## src/rtl/stack_pkg.sv

```systemverilog
// Shared types for the LIFO RAM controller: FSM states, sticky-flag indices, SP width.
// Optional peek path is enabled by defining STACK_PEEK_EN.
package stack_pkg;

    typedef enum logic [1:0] {
        ST_IDLE = 2'd0,
        ST_WR   = 2'd1,
        ST_RD   = 2'd2
    } state_t;

    localparam int unsigned FLAG_OVF  = 0;
    localparam int unsigned FLAG_UDF  = 1;
    localparam int unsigned FLAG_CFL  = 2;
    localparam int unsigned NUM_FLAGS = 3;

    // SP must represent 0..DEPTH inclusive, hence one bit beyond log2(DEPTH).
    function automatic int unsigned sp_width(input int unsigned depth);
        return $clog2(depth) + 1;
    endfunction

endpackage

```

## src/rtl/stack_ptr.sv

```systemverilog
// Up/down stack-pointer counter; reports fill level and full/empty status.
// Part of stack_ctrl (optional peek path via STACK_PEEK_EN lives in the top).
module stack_ptr
    import stack_pkg::*;
#(
    parameter int unsigned DEPTH = 256
) (
    input  logic                        i_clk,
    input  logic                        i_rst_n,
    input  logic                        i_inc,
    input  logic                        i_dec,
    output logic [sp_width(DEPTH)-1:0]  o_level,
    output logic                        o_full,
    output logic                        o_empty
);

    localparam int unsigned SPW = sp_width(DEPTH);

    logic [SPW-1:0] r_sp;

    always_ff @(posedge i_clk or negedge i_rst_n) begin
        if (!i_rst_n) begin
            r_sp <= '0;
        end else if (i_inc) begin
            r_sp <= r_sp + SPW'(1);
        end else if (i_dec) begin
            r_sp <= r_sp - SPW'(1);
        end
    end

    assign o_level = r_sp;
    assign o_full  = (r_sp == SPW'(DEPTH));
    assign o_empty = (r_sp == '0);

endmodule

```

## src/rtl/stack_ctrl.sv

```systemverilog
// LIFO controller for a single-port falling-edge RAM: push/pop become 1-cycle RAM ops.
// Define STACK_PEEK_EN to add the peek input (read top of stack without popping).
module stack_ctrl
    import stack_pkg::*;
#(
    parameter int unsigned           DATA_WIDTH = 8,
    parameter int unsigned           ADDR_WIDTH = 16,
    parameter int unsigned           DEPTH      = 256,
    parameter logic [ADDR_WIDTH-1:0] BASE       = 16'hFF00
) (
    input  logic                        clk,
    input  logic                        rst_n,
    input  logic                        push,
    input  logic                        pop,
`ifdef STACK_PEEK_EN
    input  logic                        peek,
`endif
    input  logic [DATA_WIDTH-1:0]       din,
    input  logic                        clr_err,
    output logic [DATA_WIDTH-1:0]       dout,
    output logic                        dout_valid,
    output logic                        busy,
    output logic                        full,
    output logic                        empty,
    output logic [sp_width(DEPTH)-1:0]  level,
    output logic                        ovf,
    output logic                        udf,
    output logic                        cfl,
    output logic [ADDR_WIDTH-1:0]       ram_addr,
    output logic [DATA_WIDTH-1:0]       ram_din,
    output logic                        ram_we,
    input  logic [DATA_WIDTH-1:0]       ram_dout
);

    localparam int unsigned SPW = sp_width(DEPTH);

    state_t                  r_state;
    logic [DATA_WIDTH-1:0]   r_dout;
    logic                    r_dout_valid;
    logic [NUM_FLAGS-1:0]    r_flags;
    logic [ADDR_WIDTH-1:0]   r_addr;
    logic [DATA_WIDTH-1:0]   r_wdata;
    logic                    r_we;

    logic [SPW-1:0]          w_level;
    logic                    w_full;
    logic                    w_empty;
    logic                    w_idle;
    logic                    w_do_pop;
    logic                    w_do_push;
    logic                    w_do_peek;
    logic                    w_peek_udf;
    logic                    w_sp_inc;
    logic [NUM_FLAGS-1:0]    w_new_err;
    logic [ADDR_WIDTH-1:0]   w_addr_top;
    logic [ADDR_WIDTH-1:0]   w_addr_below;

    stack_ptr #(
        .DEPTH (DEPTH)
    ) u_ptr (
        .i_clk   (clk),
        .i_rst_n (rst_n),
        .i_inc   (w_sp_inc),
        .i_dec   (w_do_pop),
        .o_level (w_level),
        .o_full  (w_full),
        .o_empty (w_empty)
    );

    assign w_idle    = (r_state == ST_IDLE);
    assign w_do_pop  = w_idle & pop & ~w_empty;
    assign w_do_push = w_idle & push & ~pop & ~w_full;
    // SP advances only as WR retires, so an interrupted write never becomes stack content.
    assign w_sp_inc  = (r_state == ST_WR);

`ifdef STACK_PEEK_EN
    assign w_do_peek  = w_idle & peek & ~push & ~pop & ~w_empty;
    assign w_peek_udf = w_idle & peek & ~push & ~pop & w_empty;
`else
    assign w_do_peek  = 1'b0;
    assign w_peek_udf = 1'b0;
`endif

    always_comb begin
        w_new_err           = '0;
        w_new_err[FLAG_OVF] = w_idle & push & ~pop & w_full;
        w_new_err[FLAG_UDF] = (w_idle & pop & w_empty) | w_peek_udf;
        w_new_err[FLAG_CFL] = w_idle & push & pop;
    end

    assign w_addr_top   = BASE + ADDR_WIDTH'(w_level);
    assign w_addr_below = BASE + ADDR_WIDTH'(w_level - SPW'(1));

    always_ff @(posedge clk or negedge rst_n) begin
        if (!rst_n) begin
            r_state      <= ST_IDLE;
            r_dout       <= '0;
            r_dout_valid <= 1'b0;
            r_flags      <= '0;
            r_addr       <= BASE;
            r_wdata      <= '0;
            r_we         <= 1'b1;
        end else begin
            r_dout_valid <= 1'b0;
            r_flags      <= (r_flags & ~{NUM_FLAGS{clr_err}}) | w_new_err;
            case (r_state)
                ST_IDLE: begin
                    // Pop and peek both read the entry just below the current SP.
                    if (w_do_pop || w_do_peek) begin
                        r_state <= ST_RD;
                        r_addr  <= w_addr_below;
                    end else if (w_do_push) begin
                        r_state <= ST_WR;
                        r_addr  <= w_addr_top;
                        r_wdata <= din;
                        r_we    <= 1'b0;
                    end
                end
                ST_WR: begin
                    r_we    <= 1'b1;
                    r_state <= ST_IDLE;
                end
                ST_RD: begin
                    r_dout       <= ram_dout;
                    r_dout_valid <= 1'b1;
                    r_state      <= ST_IDLE;
                end
                default: r_state <= ST_IDLE;
            endcase
        end
    end

    assign dout       = r_dout;
    assign dout_valid = r_dout_valid;
    assign busy       = ~w_idle;
    assign full       = w_full;
    assign empty      = w_empty;
    assign level      = w_level;
    assign ovf        = r_flags[FLAG_OVF];
    assign udf        = r_flags[FLAG_UDF];
    assign cfl        = r_flags[FLAG_CFL];
    assign ram_addr   = r_addr;
    assign ram_din    = r_wdata;
    assign ram_we     = r_we;

endmodule

```

## config.mk

```make
export PLATFORM = sky130hd
export DESIGN_NAME = stack_ctrl
export DESIGN_NICKNAME = d
export VERILOG_FILES = /design/src/rtl/stack_pkg.sv /design/src/rtl/stack_ptr.sv /design/src/rtl/stack_ctrl.sv
export SDC_FILE = /design/constraint.sdc
export NUM_CORES = 1
export LEC_CHECK = 0
export ABC_AREA = 1
export ABC_CLOCK_PERIOD_IN_PS = 3500
export BUFFER_PORTS_ARGS = -buffer_cell sky130_fd_sc_hd__buf_4
export CAP_MARGIN = 20
export CORE_MARGIN = 10
export CORE_UTILIZATION = 44
export DETAILED_ROUTE_END_ITERATION = 16
export HOLD_SLACK_MARGIN = 0.03
export PLACE_DENSITY = 0.77
export REMOVE_ABC_BUFFERS = 1
export SLEW_MARGIN = 10
export SYNTH_ARGS = -nofsm -noshare
export SYNTH_HDL_FRONTEND = slang
export SYNTH_SLANG_ARGS = --single-unit
```

## constraint.sdc

```tcl
create_clock -name clk -period 3.5 [get_ports clk]
set_input_delay 0.525 -clock clk [delete_from_list [all_inputs] [get_ports clk]]
set_output_delay 0.525 -clock clk [all_outputs]
set_load 0.02 [all_outputs]
```

**After elaboration in Yosys (flattened, before gate mapping)**

Cells that the tools add are included.

- Register bits: 48
- Input port bits: 21

- Add/sub/neg operators: 5
- Equal/unequal tests: 6
- Muxes and demuxes: 11
- Bitwise logic cells: 16
- Reduce and logical (&&, ||, !) cells: 8

Operators by type and width:

| operator | count |
|---|---|
| $mux 16 | 2 |
| $add 9x10->11 const A | 2 |
| $mux 9 | 2 |
| $sub 9x1->10 const B | 1 |
| $add 9x1->9 const B | 1 |
| $eq 9x9->1 const B | 1 |
| $logic_not 9->1 | 1 |
| $sub 9x1->9 const B | 1 |
| $and 1x1->1 | 8 |
| $mux 2 | 3 |
| $reduce_and 3->1 | 2 |
| $reduce_bool 2->1 | 3 |
| $not 1->1 | 5 |
| $and 3x3->3 | 1 |
| $mux 1 | 3 |
| $ne 3x1->1 const B | 1 |
| $not 3->3 | 1 |
| $or 3x3->3 | 1 |
| $eq 2x1->1 const B | 1 |
| $eq 2x2->1 const B | 1 |
| $logic_not 2->1 | 1 |
| $ne 2x1->1 const B | 1 |
| $ne 2x2->1 const B | 1 |
| $pmux 1 s2 | 1 |
| $reduce_and 2->1 | 1 |

**Logic depth before layout (Yosys ltp)**

- Depth in word-level cells: 7
- Mapped depth: 13

**Hierarchy**

A second synthesis with hierarchy kept.

- Cells, all modules: 308
- Area, all modules: 2401.1 µm²

Modules (own cells, without submodules):

| module | times used | cells each | area each (µm²) |
|---|---|---|---|
| stack_ctrl | 1 | 194 | 1617.8 |
| stack_ptr | 1 | 114 | 783.3 |

**Worst setup path before layout**

OpenSTA, ideal clock, no wires.

- Path type: reg2reg
- From: register u_ptr.r_sp[0] (netlist: u_ptr.o_level[0])
- To: register r_addr[9] (netlist: ram_addr[9])
- Setup time: 0.076 ns
- Arrival: 1.916 ns
- Setup slack: 1.508 ns
- Stages on the path, launching flop included: 14
- Path buffers: 1
- Cells stage by stage: dfrtp_1 -> inv_1 -> ha_1 -> nand2_2 -> nor2_4 -> nand2_2 -> nand2_4 -> buf_6 -> nand2_1 -> nand2_1 -> inv_1 -> ha_1 -> nand2_1 -> nand2_1

- Word-level cells in the longest chain between the ends: 5
- Elaborated cells on any way between the ends: 13

Ends and longest elaborated chain:

| item | RTL line | RTL |
|---|---|---|
| start: declaration | stack_ptr.sv:19 | `logic [SPW-1:0] r_sp;` |
| start signal: assignment | stack_ptr.sv:25 | `r_sp <= r_sp + SPW'(1);` |
| start signal: assignment | stack_ptr.sv:27 | `r_sp <= r_sp - SPW'(1);` |
| branches (longest 5 deep; another with $add 9x10->11) | n/a |  |
| end signal: assignment | stack_ctrl.sv:111 | `r_addr <= w_addr_below;` |
| end signal: assignment | stack_ctrl.sv:114 | `r_addr <= w_addr_top;` |
| end: declaration | stack_ctrl.sv:41 | `logic [ADDR_WIDTH-1:0] r_addr;` |

Parallel ways; which one is timed is not known. The select of a mux whose other input is x is not followed.
A chain may end at the register's enable or synchronous reset.

**Worst setup path after layout**

- From: register u_ptr.r_sp[0] (netlist: u_ptr.o_level[0])
- To: output empty

- Word-level cells in the longest chain between the ends: 1

Ends and longest elaborated chain:

| item | RTL line | RTL |
|---|---|---|
| $logic_not 9->1 | stack_ptr.sv:33 | `assign o_empty = (r_sp == '0);` |
| end: declaration | stack_ctrl.sv:24 | `output logic empty,` |

Every way passes these cells.

==> results.cfg <==
[status]
status = finished, final reports clean

[clock_tree]
cts_tree = yes
root_buffer = clkbuf_8
clkSlewWorstSetupHoldPaths_ps = 90
hold_buffers = 0
clkSinkCount = 43
h-tree-depth = 2
cts_resized = 0
cts_made_buffers = 5
cts_setup_buffers = 0
insertion_delay_ps = 300
clockBufferDepth = 2

[hold_path]
min_path_type = input pin to async pin

[critical_path]
slowest_stage = dfrtp_1
worst_ep_arrival_time_ps = 1750
rrSetupSlack_ps = 1340
crit_path_max_incr_delay_ps = 440
cp-start-kind = register
worstPathCellList = inv_1, ha_1, nand2_2, nor2_4, nand2_2, inv_1, buf_4
cp_top_family = buffers and inverters
endpoint_kind = output port
crit_cells = 7
r2r-start = r_state[0]$_DFFE_PN0P_
path_class = register to output port
critical_path.max_fanout = 7
worstPathRequired_ps = 2970
r2r.worst_path.cells = 9
worst-path-buf-inv = 3
timing.rr.end = u_ptr.o_level[6]$_DFFE_PN0P_

[timing]
relSlewSlack_pct = 55.15
fin_tns_setup_ps = 0
rsz0062_at_grt = false
worstMarginPinSlew_ps = 670.3
fmax_mhz = 439.1
finalSetupViolations = 0
drv_slew = 0
fin_crit_sh_pct = 65.07
finalHoldViolations = 0
fin_skew_ps = 11.07
setup_ws_ps = 1222
min_period_ps = 2278

[floorplanning]
rows = 26
die-area_sq_um = 8866
die_h_um = 94.16
io_pins = 70
start_util_pct = 46.49
chipWidth_um = 94.16
core_area_sq_um = 5205

[place]
gp_congestion = 0.8360
post-place-ws_ps = 1333
place_area_sq_um = 2947
io_buffers = 69
dp_hpwl_um = 4618

[routing]
routedWlPerCell_um = 13.34
wirelength_met1_um = 2501
first_iter_violations = 82
dr_wl_met2_um = 2993
top_layer = met4
drc = 0
met3WireLength_um = 445
via_per_inst = 4.662
ant_nets = 0
vias = 2098
drtPass1Iterations = 4
wl_um = 6004

[power]
p_leak_uw = 0.001704
cellPowerDensity_nw_per_um2 = 901.7
irDropWorstVdd_mv = 0.4244
total_power_uw = 2734

[final_layout]
antenna_cells = 0
area_growth_pct = 25.28
utilization_pct = 58.25
drive_above_1_share_pct = 25.79
nets = 411
final_common_cell = nand2_1
most-common-layout-cells = 149 x nand2_1, 69 x buf_4, 39 x dfrtp_1
fin_area_sq_um = 3032

[synth]
ys.flop_type = dfrtp_1
syn_area_sq_um = 2420
synth_area_leaders = dfrtp_1 40%, nand2_1 23%, ha_1 5.2%, dfstp_2 4.3%, inv_1 4.3%
synth-edff-count = 0
yosys_warnings = 0
synth_cell_types = 30
netlist_instances = 312
yosysTopAreaCellShare_pct = 40.33
async_reset_ff_share_pct = 100.0
syn_area_per_cell_sq_um = 7.756
yosysSeqAreaShare_pct = 44.67
ys_ff_latch = 43
yosysTopAreaCell = dfrtp_1

[grt]
grt_pass1_vias = 2218
grt_first_pass_wirelength_um = 10350
overflow = 0
antenna_found_initial = 0
grt_max_degree = 44
track_usage_pct = 14.34

[job]
maxCapViolCount = 0
[worst register-to-register path: stages (launching register included)]
cell	delay (ps)
dfrtp_1	390
nand2_1	410
inv_1	110
fa_1	430
o21ai_0	360
nand2_1	130
nand2_1	80
nand2_1	50
nand3_1	60
nand2_1	50
[logic make-up (layout without fill, tap and decap cells)]
group                      after synthesis  count (layout)  share of synthesized area, %
and+or+nand+nor                        193             193                         33.87
DFF                                     43              43                         44.67
buffers and inverters                   40             108                         8.273
AOI/OAI and AO/OA                       17              17                         4.292
adders and majority gates               11              11                         5.998
xor gates and xnor gates                 8               8                         2.896
[final cells by class]
class | instances | area [sq um]
inverter | 31 | 121.4
sequential | 43 | 1081
clock buffer | 6 | 72.57
clock inverter | 2 | 12.51
multi-input combinational | 229 | 1139
tap | 70 | 87.58
fill | 478 | 2173
timing repair buffer | 69 | 518.0
[state kept, by name (all words and copies together) (netlist names)]
name and cells:
ram_we 1, dout_valid 1, ram_addr 11, u_ptr.o_level 9, r_state 2, dout 8
ram_din 8, r_flags 3
[synth_stat cells, types with 2 or more instances]
master	count
buf_6	3
a21oi_1	3
o21ai_1	2
o21ai_0	5
dfrtp_1	39
buf_4	6
inv_2	2
dfstp_2	4
nand2_4	2
nor2_1	13
nand3b_1	2
o21ai_2	2
nand2_2	5
nor2_4	2
nand3_1	14
nand2_1	149
o22ai_1	2
ha_1	10
xor2_1	8
nand4_1	2
inv_1	28
[how the worst max path moves through the flow]
stage / from / endpoint / slack [ps]
6_report: u_ptr.o_level[0]$_DFFE_PN0P_ / empty / 1220
5_1_grt: u_ptr.o_level[0]$_DFFE_PN0P_ / empty / 1060
3_3_place_gp: r_state[0]$_DFFE_PN0P_ / u_ptr.o_level[8]$_DFFE_PN0P_ / 1380
2_1_floorplan: u_ptr.o_level[0]$_DFFE_PN0P_ / ram_addr[9]$_DFFE_PN1P_ / 1570
3_5_place_dp: r_state[0]$_DFFE_PN0P_ / u_ptr.o_level[6]$_DFFE_PN0P_ / 1330
4_1_cts: u_ptr.o_level[0]$_DFFE_PN0P_ / empty / 1220
[metrics by stage]
stage / hold slack (ps) / std cells
floorplan: 229.4 / 303
global placement: 456.3 / 442
detailed placement: 458.3 / 442
CTS: 220.9 / 450
global route: 230.1 / 450
finish: 206.7 / 450
[power by group]
group | switching [uW] | leakage (uW) | total (uW) | internal (uW)
Clock | 171 | 0.0000412 | 310 | 140
Combinational | 926 | 0.00113 | 1540 | 611
Sequential | 197 | 0.000530 | 887 | 690
Total | 1290 | 0.00170 | 2730 | 1440
[per-layer routing]
metal	track usage (%)	vias to the layer above
met4	4.557	0
met5	0	-
li1	-	1091
met2	24.54	49
met1	15.77	952
met3	5.755	6
(Power assumes the default switching activity.)
